$ cat config.mk
export PLATFORM = sky130hd
export DESIGN_NAME = pipelined_carry_skip_adder
export DESIGN_NICKNAME = d
export VERILOG_FILES = /design/src/rtl/pipelined_carry_skip_adder.sv
export SDC_FILE = /design/constraint.sdc
export NUM_CORES = 1
export LEC_CHECK = 0
export CAP_MARGIN = 20
export CORE_MARGIN = 8
export CORE_UTILIZATION = 49
export DETAILED_ROUTE_END_ITERATION = 6
export PLACE_DENSITY = 0.79
export SYNTH_ARGS = -nofsm -noshare
export SYNTH_HDL_FRONTEND = slang
export SYNTH_SLANG_ARGS = --single-unit
$ cat constraint.sdc
create_clock -name clk -period 6.7 [get_ports clk]
set_input_delay 0.67 -clock clk [delete_from_list [all_inputs] [get_ports clk]]
set_output_delay 0.67 -clock clk [all_outputs]
set_load 0.05 [all_outputs]
$ cat src/rtl/pipelined_carry_skip_adder.sv
// Carry-skip adder split into STAGES pipeline segments behind a global valid/ready stall.
// Define PCSA_OVF_EN to add the registered signed-overflow output ovf.
module pipelined_carry_skip_adder #(
    parameter int WIDTH  = 16,
    parameter int GROUP  = 4,
    parameter int STAGES = 2
) (
    input  logic             clk,
    input  logic             rst,
    input  logic             in_valid,
    output logic             in_ready,
    input  logic [WIDTH-1:0] a,
    input  logic [WIDTH-1:0] b,
    input  logic             cin,
    input  logic             sub,
    output logic             out_valid,
    input  logic             out_ready,
    output logic [WIDTH-1:0] sum,
`ifdef PCSA_OVF_EN
    output logic             ovf,
`endif
    output logic             cout
);
    localparam int NG = WIDTH / GROUP;

    // v_s/a_s/b_s/s_s/c_s[k] are the inputs seen by segment k
    logic             adv_s;
    logic             v_s [STAGES];
    logic [WIDTH-1:0] a_s [STAGES];
    logic [WIDTH-1:0] b_s [STAGES];
    logic [WIDTH-1:0] s_s [STAGES];
    logic             c_s [STAGES];

    logic             out_valid_r;
    logic [WIDTH-1:0] sum_r;
    logic             cout_r;
`ifdef PCSA_OVF_EN
    logic             ovf_r;
`endif

    assign adv_s    = ~out_valid_r | out_ready;
    assign in_ready = adv_s;

    assign v_s[0] = in_valid;
    assign a_s[0] = a;
    assign b_s[0] = sub ? ~b : b;
    assign c_s[0] = sub ? 1'b1 : cin;
    assign s_s[0] = {WIDTH{1'b0}};

    for (genvar k = 0; k < STAGES; k++) begin : g_stage
        localparam int LO = (k * NG) / STAGES;
        localparam int HI = ((k + 1) * NG) / STAGES;

        logic [WIDTH-1:0] seg_sum_s;
        logic             seg_cout_s;
        logic             run_c_s;
        logic             all_p_s;
        logic             bit_p_s;

        // Ripple inside each group of this segment; a fully propagating group passes its carry-in straight through.
        always_comb begin
            seg_sum_s  = s_s[k];
            seg_cout_s = c_s[k];
            run_c_s    = 1'b0;
            all_p_s    = 1'b0;
            bit_p_s    = 1'b0;
            for (int g = 0; g < NG; g++) begin
                if ((g >= LO) && (g < HI)) begin
                    run_c_s = seg_cout_s;
                    all_p_s = 1'b1;
                    for (int i = 0; i < GROUP; i++) begin
                        bit_p_s = a_s[k][g*GROUP+i] ^ b_s[k][g*GROUP+i];
                        seg_sum_s[g*GROUP+i] = bit_p_s ^ run_c_s;
                        run_c_s = (a_s[k][g*GROUP+i] & b_s[k][g*GROUP+i]) | (bit_p_s & run_c_s);
                        all_p_s = all_p_s & bit_p_s;
                    end
                    seg_cout_s = all_p_s ? seg_cout_s : run_c_s;
                end else begin
                    seg_cout_s = seg_cout_s;
                end
            end
        end

        if (k < STAGES - 1) begin : g_mid
            logic             v_r;
            logic [WIDTH-1:0] a_r;
            logic [WIDTH-1:0] b_r;
            logic [WIDTH-1:0] s_r;
            logic             c_r;

            // Segment boundary register: operands still pending, partial sum and boundary carry.
            always_ff @(posedge clk) begin
                if (rst) begin
                    v_r <= 1'b0;
                    a_r <= {WIDTH{1'b0}};
                    b_r <= {WIDTH{1'b0}};
                    s_r <= {WIDTH{1'b0}};
                    c_r <= 1'b0;
                end else if (adv_s) begin
                    v_r <= v_s[k];
                    if (v_s[k]) begin
                        a_r <= a_s[k];
                        b_r <= b_s[k];
                        s_r <= seg_sum_s;
                        c_r <= seg_cout_s;
                    end else begin
                        a_r <= a_r;
                        b_r <= b_r;
                        s_r <= s_r;
                        c_r <= c_r;
                    end
                end else begin
                    v_r <= v_r;
                    a_r <= a_r;
                    b_r <= b_r;
                    s_r <= s_r;
                    c_r <= c_r;
                end
            end

            assign v_s[k+1] = v_r;
            assign a_s[k+1] = a_r;
            assign b_s[k+1] = b_r;
            assign s_s[k+1] = s_r;
            assign c_s[k+1] = c_r;
        end else begin : g_last
            // Output register: result data only loads with a valid slot so it stays stable across bubbles.
            always_ff @(posedge clk) begin
                if (rst) begin
                    out_valid_r <= 1'b0;
                    sum_r       <= {WIDTH{1'b0}};
                    cout_r      <= 1'b0;
`ifdef PCSA_OVF_EN
                    ovf_r       <= 1'b0;
`endif
                end else if (adv_s) begin
                    out_valid_r <= v_s[k];
                    if (v_s[k]) begin
                        sum_r  <= seg_sum_s;
                        cout_r <= seg_cout_s;
`ifdef PCSA_OVF_EN
                        // carry into the MSB is recovered from its sum bit and operand bits
                        ovf_r  <= seg_sum_s[WIDTH-1] ^ a_s[k][WIDTH-1] ^ b_s[k][WIDTH-1] ^ seg_cout_s;
`endif
                    end else begin
                        sum_r  <= sum_r;
                        cout_r <= cout_r;
`ifdef PCSA_OVF_EN
                        ovf_r  <= ovf_r;
`endif
                    end
                end else begin
                    out_valid_r <= out_valid_r;
                    sum_r       <= sum_r;
                    cout_r      <= cout_r;
`ifdef PCSA_OVF_EN
                    ovf_r       <= ovf_r;
`endif
                end
            end
        end
    end

    assign out_valid = out_valid_r;
    assign sum       = sum_r;
    assign cout      = cout_r;
`ifdef PCSA_OVF_EN
    assign ovf       = ovf_r;
`endif

endmodule

==> flow_summary.toml <==
[run_status]
status = "finished, final reports clean"

[global_routing]
grt_max_degree = 45
track_usage = 0.144
overflow = 0
grt_pass1_wl_um = 8470
grt_pass1_vias = 1838
antenna_found_initial = 0

[critical_path]
path_delay_family = "adder cells"
path_common_cell = "fa_1"
crit_fanout = 17
crit_type = "input pin to register"
endpoint_kind = "register"
slowest_stage = "clkdlybuf4s50_1"
slowest_delay_ps = 450
critical_path.cell_chain = "clkdlybuf4s50_1 -> buf_4 -> xor2_1 -> inv_1 -> fa_1 -> fa_1 -> fa_1 -> fa_1 -> mux2_4 -> fa_1 -> fa_1 -> fa_1 -> inv_1 -> fa_1 -> nand2_1 -> a21oi_1"
critPathRequiredTime_ps = 6870
worst_ep_arrival_time_ps = 5320
start_kind = "input pin"
path_buf_inv = 4

[synth]
synth_warnings = 0
synth-async-reset-ratio = 0
seq_area_frac_synth = 0.375
synth_edf_count = 0
synth_ff_type = "dfxtp_1"
yosysTopAreaCell = "dfxtp_1"
post_synth_most_frequent_cells = "51 x nand2_1, 44 x dfxtp_1, 26 x a21oi_1"
syn_nets = 325
netlist_top_cells_area = "dfxtp_1 37%, fa_1 14%, ha_1 8.5%"
synthCells = 255
ys_ff_latch = 44
avgSynthCellArea_um2 = 9.22
yosysTopAreaCellShare = 0.375
netlist_area_mm2 = 0.00235
synth.distinct_cells = 25
synth.most_common_cell = "nand2_1"

[clock_network]
cts_buffers = 5
post_cts_buffers = 0
cts.sinks = 44
cts_tree = "yes"
cts_root_buf = "clkbuf_8"
cts.clk_slew.worst_paths_ps = 90
clk_path_buf_depth = 2
ctsResizeCount = 0
h-tree-depth = 2
clk_latency_ps = 300
holdBufCountCts = 0

[die]
ios = 57
design.die.area_mm2 = 0.00727
die_w_um = 85.3
die_h_um = 85.3
start_util = 0.504
rows = 25
core_area_mm2 = 0.00466

[min_path]
worstHoldPathType = "register to register"

[placed_design]
io_buffers = 56
dp_hpwl_um = 3740
place.gp.congestion = 0.781
placed_area_mm2 = 0.00292

[sta]
fin_crit_sh = 0.768
rsz0062_at_grt = "false"
maxSlewViolCount = 0
max_freq_ghz = 0.194
finalSetupViolations = 0
setup_tns_ps = 0
tightest_slew_ps = 631
skew_ps = 10.3
slew_headroom = 0.580
period_needed_ps = 5150
hold_viol = 0

[finish]
nNetsFinal = 376
fin_area_mm2 = 0.00305
layout-drive-gt1-share = 0.0586
area_growth_pct = 29.8
antennaDiodeCount = 0

[routing]
ant_nets = 0
drc = 0
first_pass_iters = 6
drtIter0Drc = 116
routed_via_density = 4.93
wl_per_cell_um = 13.7
vias = 1781
routed_wl_um = 4930

[power]
p_per_area_mw_per_mm2 = 214
p_leak_nw = 1.28
max-vdd-ir-drop_v = 0.000126

[flow_run]
max_cap_viol_count = 0
## layer usage
metal	global-route usage	routed length, um	part of all wire
met1	0.171	2170	0.44
met2	0.239	2420	0.49
met3	0.0386	229	0.046
met4	0.0573	114	0.023
met5	0	0	0
## cell type report
class | count | area, um2
Timing Repair Buffer | 59 | 591
Multi-Input combinational cell | 173 | 1310
Clock buffer | 5 | 68.8
Inverter | 23 | 86.3
Sequential cell | 44 | 881
Fill cell | 399 | 1610
Tap cell | 54 | 67.6
Clock inverter | 3 | 47.5
## worst paths after layout
| check | depth (start not counted) | end | slack [ps] | start |
|---|---|---|---|---|
| min reg2reg | 2 | sum[4] | 460 | sum[4] |
| max | 16 | g_stage[0].g_mid.s_r[7] | 1550 | sub |
| max reg2reg | 13 | sum[15] | 2620 | g_stage[0].g_mid.c_r |
| min | 2 | sum[4] | 460 | sum[4] |
## layout by cell type, fill, tap and decap left out, types with 2 or more instances in the layout
cell type,instances
a211oi_1,15
a211oi_2,3
a21oi_1,26
and2_1,2
buf_4,2
clkbuf_8,5
clkdlybuf4s50_1,56
clkinv_4,2
dfxtp_1,44
fa_1,16
ha_1,16
inv_1,23
nand2_1,51
nand4_1,4
nor2_1,17
xnor2_1,6
xor2_1,10
## metrics by stage
stage	utilization	total power [mW]	cells	hold WS, ps	setup WS, ps
final	0.654	0.654	361	456	1550
after floorplan	-	0.397	255	432	1790
after global placement	0.626	0.448	352	442	1340
after detailed placement	0.626	0.455	352	444	1200
after CTS	0.651	0.658	360	456	1520
after global routing	0.654	0.692	361	479	1310
## flip-flops by register name, indices dropped and copies added (netlist names)
register,cells
cout,1
g_stage.g_mid.c_r,1
g_stage.g_mid.a_r,8
g_stage.g_mid.s_r,8
out_valid,1
g_stage.g_mid.b_r,8
sum,16
g_stage.g_mid.v_r,1
## logic make-up after synthesis
group                      Yosys count  share of synthesized area
and+or+nand+nor                     77                      0.138
AOI/OAI and AO/OA                   46                      0.127
DFF                                 44                      0.375
buffers and inverters               38                     0.0687
adders and majority gates           32                      0.221
xor gates and xnor gates            16                     0.0596
muxes                                2                     0.0112
## where the power goes
group	leakage, nW	internal (mW)	switching (mW)	total, mW
clock	0.0583	0.112	0.0911	0.203
sequential	0.362	0.281	0.0142	0.295
combinational	0.856	0.0700	0.0854	0.155
total	1.28	0.463	0.191	0.654
## worst min-delay path, stage by stage, from the launching register on
cell     delay (ps)
dfxtp_1         320
nand2_1          50
a21oi_1          50
Power figures use the tool's default switching activity.
